$ cat src/rtl/rob_ctrl_if.sv
// Reorder-buffer controller port bundle: allocation, response, storage and drain signals.
// Combinational pass-through only; no latency of its own.
// Backpressure is carried by out_ready_i (drain) and alloc_gnt_o (allocation).
interface rob_ctrl_if #(
    parameter int DW = 8
);
    // allocation
    logic          alloc_req_i;
    logic          alloc_gnt_o;
    logic [3:0]    alloc_tag_o;
    // out-of-order responses
    logic          rsp_vld_i;
    logic [3:0]    rsp_tag_i;
    logic [DW-1:0] rsp_data_i;
    // reorder storage
    logic          mem_we_o;
    logic [3:0]    mem_waddr_o;
    logic [DW-1:0] mem_wdata_o;
    logic [3:0]    mem_raddr_o;
    logic [DW-1:0] mem_rdata_i;
    // in-order drain
    logic          out_vld_o;
    logic [DW-1:0] out_data_o;
    logic          out_ready_i;
    // status
    logic [4:0]    count_o;
    logic          full_o;
    logic          empty_o;
    logic          err_o;

    // controller side
    modport slave (
        input  alloc_req_i, rsp_vld_i, rsp_tag_i, rsp_data_i, mem_rdata_i, out_ready_i,
        output alloc_gnt_o, alloc_tag_o, mem_we_o, mem_waddr_o, mem_wdata_o, mem_raddr_o,
               out_vld_o, out_data_o, count_o, full_o, empty_o, err_o
    );

    // requester / responder / consumer / storage side
    modport master (
        output alloc_req_i, rsp_vld_i, rsp_tag_i, rsp_data_i, mem_rdata_i, out_ready_i,
        input  alloc_gnt_o, alloc_tag_o, mem_we_o, mem_waddr_o, mem_wdata_o, mem_raddr_o,
               out_vld_o, out_data_o, count_o, full_o, empty_o, err_o
    );
endinterface

$ cat src/rtl/rob_ctrl.sv
// Reorder-buffer controller: grants tags in order, accepts out-of-order responses, drains in order.
// Grant and storage write are combinational; an accepted head response drains the next cycle.
// Drain holds out_vld_o/out_data_o while out_ready_i is low; full blocks allocation, no bypass.
//
// Ports: clk, rst_n (async active-low), bus (rob_ctrl_if.slave) carrying the allocation,
// response, storage write/read, drain and status signals.
module rob_ctrl #(
    parameter int DEPTH = 16,
    parameter int DW    = 8
) (
    input  logic         clk,
    input  logic         rst_n,
    rob_ctrl_if.slave    bus
);
    localparam int AW = $clog2(DEPTH);

    // Pointers carry one extra wrap bit so full and empty are distinguishable.
    logic [AW:0]      head;
    logic [AW:0]      tail;
    logic [DEPTH-1:0] alloc_q;
    logic [DEPTH-1:0] done_q;
    logic             err_q;

    logic             full;
    logic             empty;
    logic             gnt;
    logic             rsp_acc;
    logic             out_vld;
    logic             retire;
    logic [DW-1:0]    rd_data;

    assign full    = (head[AW-1:0] == tail[AW-1:0]) && (head[AW] != tail[AW]);
    assign empty   = (head == tail);
    assign gnt     = bus.alloc_req_i && !full;
    // Only a tag that is outstanding and not yet answered may write storage.
    assign rsp_acc = bus.rsp_vld_i && alloc_q[bus.rsp_tag_i] && !done_q[bus.rsp_tag_i];
    assign out_vld = !empty && done_q[head[AW-1:0]];
    assign retire  = out_vld && bus.out_ready_i;
    assign rd_data = bus.mem_rdata_i;

    assign bus.alloc_gnt_o = gnt;
    assign bus.alloc_tag_o = tail[AW-1:0];
    assign bus.mem_we_o    = rsp_acc;
    assign bus.mem_waddr_o = bus.rsp_tag_i;
    assign bus.mem_wdata_o = bus.rsp_data_i;
    assign bus.mem_raddr_o = head[AW-1:0];
    assign bus.out_vld_o   = out_vld;
    assign bus.out_data_o  = rd_data;
    assign bus.count_o     = tail - head;
    assign bus.full_o      = full;
    assign bus.empty_o     = empty;
    assign bus.err_o       = err_q;

    // The set and clear indices never collide: allocation at tail==head index
    // needs full (grant blocked), and a response to the head tag cannot be
    // accepted in a cycle where the head retires because it is already done.
    always_ff @(posedge clk or negedge rst_n) begin
        if (!rst_n) begin
            head    <= '0;
            tail    <= '0;
            alloc_q <= '0;
            done_q  <= '0;
            err_q   <= 1'b0;
        end else begin
            err_q <= bus.rsp_vld_i && !rsp_acc;
            if (gnt) begin
                alloc_q[tail[AW-1:0]] <= 1'b1;
                tail                  <= tail + 1'b1;
            end
            if (rsp_acc) begin
                done_q[bus.rsp_tag_i] <= 1'b1;
            end
            if (retire) begin
                alloc_q[head[AW-1:0]] <= 1'b0;
                done_q[head[AW-1:0]]  <= 1'b0;
                head                  <= head + 1'b1;
            end
        end
    end
endmodule

$ cat src/flat_wrapper.sv
// flat-port wrapper written by rule: the top's interface ports become plain ports
module rob_ctrl_flat 
#(
    parameter int DEPTH = 16,
    parameter int DW    = 8
)
  (clk, rst_n, bus_alloc_req_i, bus_rsp_vld_i, bus_rsp_tag_i, bus_rsp_data_i, bus_mem_rdata_i, bus_out_ready_i, bus_alloc_gnt_o, bus_alloc_tag_o, bus_mem_we_o, bus_mem_waddr_o, bus_mem_wdata_o, bus_mem_raddr_o, bus_out_vld_o, bus_out_data_o, bus_count_o, bus_full_o, bus_empty_o, bus_err_o);
  rob_ctrl_if #(.DW(DW)) bus_i ();
  input  logic clk;
  input  logic rst_n;
  input wire logic [$bits(bus_i.alloc_req_i)-1:0] bus_alloc_req_i;
  input wire logic [$bits(bus_i.rsp_vld_i)-1:0] bus_rsp_vld_i;
  input wire logic [$bits(bus_i.rsp_tag_i)-1:0] bus_rsp_tag_i;
  input wire logic [$bits(bus_i.rsp_data_i)-1:0] bus_rsp_data_i;
  input wire logic [$bits(bus_i.mem_rdata_i)-1:0] bus_mem_rdata_i;
  input wire logic [$bits(bus_i.out_ready_i)-1:0] bus_out_ready_i;
  output wire logic [$bits(bus_i.alloc_gnt_o)-1:0] bus_alloc_gnt_o;
  output wire logic [$bits(bus_i.alloc_tag_o)-1:0] bus_alloc_tag_o;
  output wire logic [$bits(bus_i.mem_we_o)-1:0] bus_mem_we_o;
  output wire logic [$bits(bus_i.mem_waddr_o)-1:0] bus_mem_waddr_o;
  output wire logic [$bits(bus_i.mem_wdata_o)-1:0] bus_mem_wdata_o;
  output wire logic [$bits(bus_i.mem_raddr_o)-1:0] bus_mem_raddr_o;
  output wire logic [$bits(bus_i.out_vld_o)-1:0] bus_out_vld_o;
  output wire logic [$bits(bus_i.out_data_o)-1:0] bus_out_data_o;
  output wire logic [$bits(bus_i.count_o)-1:0] bus_count_o;
  output wire logic [$bits(bus_i.full_o)-1:0] bus_full_o;
  output wire logic [$bits(bus_i.empty_o)-1:0] bus_empty_o;
  output wire logic [$bits(bus_i.err_o)-1:0] bus_err_o;
  assign bus_i.alloc_req_i = bus_alloc_req_i;
  assign bus_i.rsp_vld_i = bus_rsp_vld_i;
  assign bus_i.rsp_tag_i = bus_rsp_tag_i;
  assign bus_i.rsp_data_i = bus_rsp_data_i;
  assign bus_i.mem_rdata_i = bus_mem_rdata_i;
  assign bus_i.out_ready_i = bus_out_ready_i;
  assign bus_alloc_gnt_o = bus_i.alloc_gnt_o;
  assign bus_alloc_tag_o = bus_i.alloc_tag_o;
  assign bus_mem_we_o = bus_i.mem_we_o;
  assign bus_mem_waddr_o = bus_i.mem_waddr_o;
  assign bus_mem_wdata_o = bus_i.mem_wdata_o;
  assign bus_mem_raddr_o = bus_i.mem_raddr_o;
  assign bus_out_vld_o = bus_i.out_vld_o;
  assign bus_out_data_o = bus_i.out_data_o;
  assign bus_count_o = bus_i.count_o;
  assign bus_full_o = bus_i.full_o;
  assign bus_empty_o = bus_i.empty_o;
  assign bus_err_o = bus_i.err_o;
  rob_ctrl #(.DEPTH(DEPTH), .DW(DW)) u_core (.clk(clk), .rst_n(rst_n), .bus(bus_i));
endmodule
$ cat config.mk
export PLATFORM = sky130hd
export DESIGN_NAME = rob_ctrl_flat
export DESIGN_NICKNAME = d
export VERILOG_FILES = /design/src/rtl/rob_ctrl_if.sv /design/src/rtl/rob_ctrl.sv /design/src/flat_wrapper.sv
export SDC_FILE = /design/constraint.sdc
export NUM_CORES = 1
export LEC_CHECK = 0
export CAP_MARGIN = 10
export CELL_PAD_IN_SITES_DETAIL_PLACEMENT = 1
export CELL_PAD_IN_SITES_GLOBAL_PLACEMENT = 2
export CORE_MARGIN = 8
export CORE_UTILIZATION = 31
export DETAILED_ROUTE_END_ITERATION = 6
export GPL_TIMING_DRIVEN = 0
export PLACE_DENSITY = 0.81
export SLEW_MARGIN = 20
export SYNTH_ARGS = -nofsm -noshare
export SYNTH_HDL_FRONTEND = slang
export SYNTH_SLANG_ARGS = --single-unit
$ cat constraint.sdc
create_clock -name clk -period 2.6 [get_ports clk]
set_input_delay 0.39 -clock clk [delete_from_list [all_inputs] [get_ports clk]]
set_output_delay 0.39 -clock clk [all_outputs]
set_load 0.01 [all_outputs]
* After elaboration in Yosys (flattened, before gate mapping)
Cells that the tools add are included.
Storage, ports and cells: bits in registers 43, bits of input ports 25
Cells by class: bitwise gates (word level) 5, magnitude comparators 6, equality and inequality tests 3, multiplexer cells 16, add/sub/neg operators 3, reductions and logical operators 14
Operators by type and width (number):
- $mux W16 | 4
- $and A16 B16 Y16 | 2
- $or A16 B16 Y16 | 2
- $not A16 Y16 | 1
- $lt A4 B5 Y1 const B | 3
- $bmux W1 S4 | 3
- $demux W1 S4 | 3
- $ge A4 B1 Y1 const B | 3
- $add A5 B1 Y5 const B | 2
- $logic_and A1 B1 Y1 | 10
- $mux W1 | 6
- $eq A5 B5 Y1 | 1
- $sub A5 B5 Y5 | 1
- $eq A4 B4 Y1 | 1
- $logic_not A1 Y1 | 4
- $ne A1 B1 Y1 | 1

* Longest topological paths before layout
Gate-level depths: netlist of run 1.
depth in word-level cells 8, mapped depth 9, mapped depth without buffers 7

* Least setup slack after synthesis of run 1
OpenSTA, ideal clock, no wires.
path kind reg2out, start point register u_core.head[1], end point output bus_out_vld_o, arrival 2.039 ns, buffers on the path 1, setup slack 0.171 ns, stages on the path, launching flop included 8, path through dfrtp_1 -> clkbuf_2 -> inv_1 -> ha_1 -> nand4_1 -> o21ai_0 -> nor3_2 -> or2_2
On the way: cells in the longest elaborated chain, start to end 3, elaborated cells on any way between the ends 5, those cells by class eq/ne: 1; mux: 2; reduce/logical: 2
Ends and longest elaborated chain:
- from (decl) | RTL line rob_ctrl.sv:18 | logic [AW:0] head;
- from (signal assigned) | RTL line rob_ctrl.sv:76 | head <= head + 1'b1;
- $bmux W1 S4 or $eq A5 B5 Y1 (tied branches) | RTL line rob_ctrl.sv:37, rob_ctrl.sv:33
- $mux W1 (not written as such) or $logic_not A1 Y1 (tied branches) | RTL line rob_ctrl.sv:37 | assign out_vld = !empty && done_q[head[AW-1:0]];
- $logic_and A1 B1 Y1 * | RTL line rob_ctrl.sv:37
- to (decl) | RTL line flat_wrapper.sv:23 | output wire logic [$bits(bus_i.out_vld_o)-1:0] bus_out_vld_o;
Mark *: on every way between the ends. The rest lies on a longest branch, timed or not. The select of a mux whose other input is x is not followed.

* Final worst setup path of run 1
start point register u_core.done_q[10], end point output bus_mem_we_o
On the way: cells in the longest elaborated chain, start to end 4
Ends and longest elaborated chain:
- from (decl) | RTL line rob_ctrl.sv:21 | logic [DEPTH-1:0] done_q;
- from (signal assigned) | RTL line rob_ctrl.sv:62 | done_q <= '0;
- from (signal, indexed assignment) | RTL line rob_ctrl.sv:71 | done_q[bus.rsp_tag_i] <= 1'b1;
- from (signal, indexed assignment) | RTL line rob_ctrl.sv:75 | done_q[head[AW-1:0]] <= 1'b0;
- $bmux W1 S4 | RTL line rob_ctrl.sv:36 | assign rsp_acc = bus.rsp_vld_i && alloc_q[bus.rsp_tag_i] && !done_q[bus.rsp_tag_i];
- $mux W1 (not written as such) | RTL line rob_ctrl.sv:36
- $logic_not A1 Y1 | RTL line rob_ctrl.sv:36
- $logic_and A1 B1 Y1 | RTL line rob_ctrl.sv:36
- to (decl) | RTL line flat_wrapper.sv:19 | output wire logic [$bits(bus_i.mem_we_o)-1:0] bus_mem_we_o;
No other way between the ends. The select of a mux whose other input is x is not followed.

==> summary.md, run 1 <==
| Metric | Value |
|---|---|
| CTS max path bufs | 2 |
| Routability Congestion | 0.8283 |
| Slew of the pin with the lowest slew margin | 0.7328 ns |
| 1st-pass router iterations | 4 |
| WP buf/inv | 1 |
| Post-synthesis sequential area ratio | 0.3869 |
| Yosys top cell area share | 0.3869 |
| Outcome | completed |
| Hold Slack | 0.0008859 ns |
| Via count | 2,338 |
| Dpl hpwl | 6.700 mm |
| Clock Sinks | 43 |
| Diode count | 0 |
| Final Net Count | 386 |
| IO buf count | 47 |
| Area leader, netlist | dfrtp_1 |
| Final hold vios | 0 |
| Starting Density | 0.3189 |
| RSZ-0062 raised after global routing | true |
| First-pass GRT wire length | 14.41 mm |
| Grt ovf | 0 |
| Post-synthesis async set-or-reset flop share | 1.000 |
| GRT Util Overall | 0.1440 |
| Antenna-violating nets left | 0 |
| F_max | 0.3947 GHz |
| CP top delay family | multiplexers |
| Main synth FF type | dfrtp_1 |
| Flop pwr share | 0.271 |
| TritonCTS Buffers | 5 |
| Worst skew pair latency | 0.30 ns |
| Crit-path cells | mux4_2, a32o_1, or3_1, a31oi_1, and2_1, buf_2 |
| CP max stage delay | 0.49 ns |
| Fin crit share | 0.9745 |
| Placement Cell Area | 0.003402 mm^2 |
| Detailed router's first-iteration violation count | 89 |
| Width of the chip | 110.7 um |
| Fin area | 0.003691 mm^2 |
| NetSw | 1.975 mW |
| Clk pwr share | 0.103 |
| Die Y | 110.7 um |
| Synth cell types | 48 |
| Antenna violations before repair | 0 |
| Synthesized cell area | 0.002781 mm^2 |
| Comb power frac | 0.625 |
| CP Class | reg -> out |
| Worst hold path type | in -> async |
| MaxCap Viol Count | 0 |
| Worst-path clk slew | 0.08 ns |
| Clock period minus worst slack | 2.534 ns |
| DRC Markers | 0 |
| CP Launch Type | register |
| Synth top area cells | dfrtp_1 39%, buf_4 8.1%, ha_1 5.4% |
| Syn Nets | 319 |
| Crit path max-delay cell type | mux4_2 |
| CTS tree | done |
| Pint | 2.701 mW |
| Pin count of the biggest net entering global routing | 30 |
| Rel. slew slack | 0.5070 |
| I/O pins | 64 |
| Max Clock Skew | 0.005448 ns |
| Num rows | 34 |
| Root Driver | clkbuf_8 |
| Critical Path Sink Type | primary output |
| Post-DR wirelength/cell | 18.96 um |
| TNS Setup | 0 ns |
| Net Sw Frac | 0.4223 |
| CTS hold repair buffers | 0 |
| Worst Path Required | 2.21 ns |
| Number of vias per cell | 5.116 |
| Setup violators final | 0 |
| Vias in the first global route | 2,610 |
| Post-synth EDFFs | 0 |
| Mean Syn Cell Area | 9.898 um^2 |
| FF+latch count, synth | 43 |
| Critical path peak fanout | 2 |
| P&R area growth vs syn | 32.70% |
| Die area | 0.01226 mm^2 |
| PD cells | 1267 mW/mm^2 |
| Commonest non-fill, non-tap cells in the layout | 42 x buf_4, 40 x dfrtp_1, 36 x clkdlybuf4s50_1 |
| Max rail drop VDD | 0.0009616 V |
| Most common cell after layout, fill and taps aside | buf_4 |
| Layout cells sized above 1 | 0.2779 |
| R2R Setup Slk | 0.22 ns |
| Data arrival time of the worst path | 2.14 ns |
| Core Area | 0.008721 mm^2 |
| Slew Viols, Final | 0 |
| Synth Instances | 281 |
| CTS H-tree depth | 2 |
| Static leakage | 1.613 nW |
| WL final | 8.666 mm |
| Warning count from the yosys run | 0 |
[synthesized netlist by cell type (4+ instances only)]
library cell  instances
nor2_1               35
nor2b_1              11
dfrtp_1              43
and3_1                5
nand4_1               5
buf_4                30
inv_1                10
nand2b_1              4
ha_1                 12
mux4_2                4
and2_1                4
a21oi_1              15
o22ai_1               4
nand2_1              10
a2bb2oi_1             7
buf_2                 4
clkbuf_1              4
mux2_2                9
xnor2_1              10
a31oi_1              15
[cell type report]
type | count | area (um^2)
tap | 108 | 135.1
sequential | 43 | 1080
clock buffer | 8 | 100.1
buffer | 39 | 304.0
inverter | 10 | 40.04
multi-input combinational | 189 | 1479
fill | 987 | 5030
timing repair buffer | 60 | 553.0
[power by group through the flow]
stage                     Clock (mW)  Combinational [mW]  Sequential, mW
final                          0.483                2.92            1.27
after global routing           0.519                3.22            1.31
after CTS                      0.496                2.93            1.27
after detailed placement           0                2.65            1.28
after global placement             0                2.59            1.26
after floorplan                    0                1.70            1.18
[repair_timing]
| action | 4_1_cts | 5_1_grt |
|---|---|---|
| pin swaps | 5 | 1 |
| setup endpoints to repair | 21 | 6 |
| buffers inserted | 9 | 3 |
| resized for setup | 47 | 8 |
[layer usage]
metal / global-route usage / wire length [um]
met3: 0.03788 / 418
met4: 0.04054 / 124
met2: 0.2309 / 4049
met5: 0 / 0
met1: 0.1856 / 4074
[through the flow]
step | setup WS [ns] | power, mW | utilization | std cells
after floorplan | 0.1715 | 2.878 | - | 281
after global placement | -0.7491 | 3.854 | 0.3884 | 436
after detailed placement | -0.7644 | 3.935 | 0.3901 | 437
after CTS | 0.001396 | 4.689 | 0.4209 | 454
after global routing | -0.01397 | 5.049 | 0.4232 | 457
final | 0.06636 | 4.676 | 0.4232 | 457
[worst paths after layout]
kind / start / to / depth (start not counted)
setup / recovery: u_core.done_q[10]$_DFF_PN0_ / bus_mem_we_o / 6
hold / removal: rst_n / u_core.head[1]$_DFFE_PN0P_ / 1
setup reg to reg: u_core.head[3]$_DFFE_PN0P_ / u_core.done_q[8]$_DFF_PN0_ / 9
hold reg to reg: u_core.alloc_q[8]$_DFF_PN0_ / u_core.alloc_q[8]$_DFF_PN0_ / 2
max in group asynchronous: rst_n / u_core.tail[0]$_DFFE_PN0N_ / 2
min in group clk: u_core.alloc_q[8]$_DFF_PN0_ / u_core.alloc_q[8]$_DFF_PN0_ / 2
[cell families (layout without fill, tap and decap cells)]
group / Yosys count / in the layout / synth area share
AND/OR/NAND/NOR: 89 / 89 / 0.1750
AO/OA/AOI/OAI: 57 / 57 / 0.1372
buffers and inverters: 49 / 117 / 0.1089
flip-flops: 43 / 43 / 0.3869
multiplexers: 18 / 18 / 0.09312
adder cells (fa/ha/maj): 13 / 13 / 0.06118
XOR/XNOR: 12 / 12 / 0.03779
[registers in the layout (all words and copies together), names as in the netlist]
name              flops
u_core.done_q        16
u_core.head           5
u_core.alloc_q       16
u_core.tail           5
u_core.bus.err_o      1
No activity file was read; power rests on OpenSTA's default activity.
==> run 2: changes to the inputs <==
SLEW_MARGIN = 40   (was 20)
==> summary.md, run 2 (same netlist as run 1, synthesis figures left out) <==
| Metric | Value |
|---|---|
| Detailed router's first-iteration violation count | 124 (was 89) |
| CP top delay family | multiplexers (unchanged) |
| Crit path max-delay cell type | mux4_2 (unchanged) |
| Root Driver | clkbuf_8 (unchanged) |
| Diode count | 0 (unchanged) |
| Worst skew pair latency | 0.30 ns (about the same) |
| CTS max path bufs | 2 (unchanged) |
| M3 GR Usage | 0.03734 (was 0.03788) |
| Reg2Reg Launch Point | u_core.head[1]$_DFFE_PN0P_ (was u_core.head[3]$_DFFE_PN0P_) |
| Routability Congestion | 0.8283 (unchanged) |
| Top Registers | u_core.alloc_q x16, u_core.done_q x16 (unchanged) |
| Worst setup path start | u_core.done_q[11]$_DFF_PN0_ (was u_core.done_q[10]$_DFF_PN0_) |
| F_max | 0.3964 GHz (was 0.3947 GHz) |
| I/O pins | 64 (unchanged) |
| Dpl hpwl | 6.691 mm (was 6.700 mm) |
| Finished Layout Cells | 458 (was 457) |
| GRT Util Overall | 0.1435 (was 0.1440) |
| Static leakage | 1.608 nW (was 1.613 nW) |
| Clock period minus worst slack | 2.523 ns (was 2.534 ns) |
| Via count | 2,317 (was 2,338) |
| P&R area growth vs syn | 32.57% (was 32.70%) |
| Met1 Use GR | 0.1855 (was 0.1856) |
| First-pass GRT wire length | 14.46 mm (was 14.41 mm) |
| Vias in the first global route | 2,654 (was 2,610) |
| 1st-pass router iterations | 4 (unchanged) |
| Worst setup margin | 0.07733 ns (was 0.06636 ns) |
| GR Util met2 | 0.2337 (was 0.2309) |
| Fin util | 0.4228 (was 0.4232) |
| Antenna-violating nets left | 0 (unchanged) |
| Number of vias per cell | 5.059 (was 5.116) |
| Critical Path Sink Type | primary output (unchanged) |
| TritonCTS Buffers | 5 (unchanged) |
| Outcome | completed (unchanged) |
| Width of the chip | 110.7 um (unchanged) |
| Starting Density | 0.3189 (unchanged) |
| WP buf/inv | 1 (unchanged) |
| CP Launch Type | register (unchanged) |
| PD cells | 1251 mW/mm^2 (was 1267 mW/mm^2) |
| Core Area | 0.008721 mm^2 (unchanged) |
| Final Net Count | 387 (was 386) |
| Max Clock Skew | 0.005684 ns (was 0.005448 ns) |
| WL final | 8.600 mm (was 8.666 mm) |
| Data arrival time of the worst path | 2.13 ns (was 2.14 ns) |
| Fin crit share | 0.9703 (was 0.9745) |
| Rel. slew slack | 0.5757 (was 0.5070) |
| Clock Sinks | 43 (unchanged) |
| RSZ-0062 raised after global routing | true (unchanged) |
| CP Class | reg -> out (unchanged) |
| Grt ovf | 0 (unchanged) |
| Most common cell after layout, fill and taps aside | buf_4 (unchanged) |
| MaxCap Viol Count | 0 (unchanged) |
| Post-DR wirelength/cell | 18.78 um (was 18.96 um) |
| Worst-path clk slew | 0.09 ns (was 0.08 ns) |
| Crit-path cells | mux4_2, a32o_1, or3_1, a31oi_1, and2_1, buf_2 (unchanged) |
| Setup violators final | 0 (unchanged) |
| Worst hold path type | in -> async (unchanged) |
| DRC Markers | 0 (unchanged) |
| CP max stage delay | 0.50 ns (was 0.49 ns) |
| Worst Path Required | 2.21 ns (about the same) |
| Antenna violations before repair | 0 (unchanged) |
| Pin count of the biggest net entering global routing | 30 (unchanged) |
| Critical path peak fanout | 2 (unchanged) |
| Commonest non-fill, non-tap cells in the layout | 43 x buf_4, 40 x dfrtp_1, 36 x clkdlybuf4s50_1 (was 42 x buf_4, 40 x dfrtp_1, 36 x clkdlybuf4s50_1) |
| Die Y | 110.7 um (unchanged) |
| Placement Cell Area | 0.003405 mm^2 (was 0.003402 mm^2) |
| IO buf count | 47 (unchanged) |
| Gr busiest metal | met2 (unchanged) |
| Max rail drop VDD | 0.001054 V (was 0.0009616 V) |
| Final hold vios | 0 (unchanged) |
| Die area | 0.01226 mm^2 (unchanged) |
| Num rows | 34 (unchanged) |
| CTS tree | done (unchanged) |
| Fin area | 0.003687 mm^2 (was 0.003691 mm^2) |
| Slew of the pin with the lowest slew margin | 0.6307 ns (was 0.7328 ns) |
| Slew Viols, Final | 0 (unchanged) |
| CTS H-tree depth | 2 (unchanged) |
| Placed Instances | 437 (unchanged) |
| R2R Setup Slk | 0.27 ns (was 0.22 ns) |
| Post-Place Worst Slack | -0.7701 ns (was -0.7644 ns) |
| Layout cells sized above 1 | 0.2771 (was 0.2779) |
==> run 2: cell types whose count changed in the layout (fill, tap and decap cells not counted) <==
cell	change
clkinvlp_4	+1
clkinv_2	+1
dlygate4sd3_1	+1
buf_8	-1
buf_4	+1
clkbuf_8	-1
buf_2	-1
==> run 2: final cells by class <==
type,count,area [um^2]
sequential,43,1080
fill,991,5034
inverter,10,40.04
clock inverter,2,12.51
multi-input combinational,189,1479
buffer,39,302.8
clock buffer,6,72.57
timing repair buffer,61,565.5
tap,108,135.1
==> run 2: power by group <==
part	switching [mW]	total (mW)	internal (mW)
sequential	0.275	1.27	0.992
combinational	1.46	2.92	1.46
clock	0.240	0.428	0.188
total	1.97	4.61	2.64
==> run 2: worst register-to-register path, delay by kind of cell, from the launching register on <==
family	cells	cell delay, ns
adders and majority gates	1	0.22
and+or+nand+nor	4	0.93
buffers and inverters	4	0.59
AOI/OAI and AO/OA	1	0.08
DFF	1	0.40
==> run 2: through the flow <==
step	hold WS, ns	power [mW]	TNS [ns]
global route	0.4883	4.986	-0.002984
global placement	0.4745	3.854	-7.322
finish	0.4870	4.612	0
CTS	0.4805	4.650	0
floorplan	0.09441	2.878	0
detailed placement	0.2695	3.933	-2.595
==> run 2: path summary, 6_finish.rpt <==
kind                                                     to  cells after the start
min in group clk                u_core.alloc_q[8]$_DFF_PN0_                      2
max in group asynchronous        u_core.tail[0]$_DFFE_PN0N_                      3
worst max-delay path                           bus_mem_we_o                      6
worst min-delay path             u_core.head[0]$_DFFE_PN0P_                      2
worst min register to register  u_core.alloc_q[8]$_DFF_PN0_                      2
worst max register to register  u_core.done_q[10]$_DFF_PN0_                     10
==> run 2: routing by layer <==
layer	vias to the layer above	share of wire	wire length, um
li1	1100	-	-
met1	1135	0.47	4003
met2	75	0.47	4066
met3	7	0.054	464
met4	0	0.0077	66
met5	-	0	0
==> run 2: repair_timing <==
item / in CTS / in global routing
setup endpoints to repair: 15 / 6
hold buffers: 1 / 0
pin swaps: 5 / 1
resized for setup: 47 / 7
buffers inserted: 10 / 2
hold endpoints to repair: 14 / 0
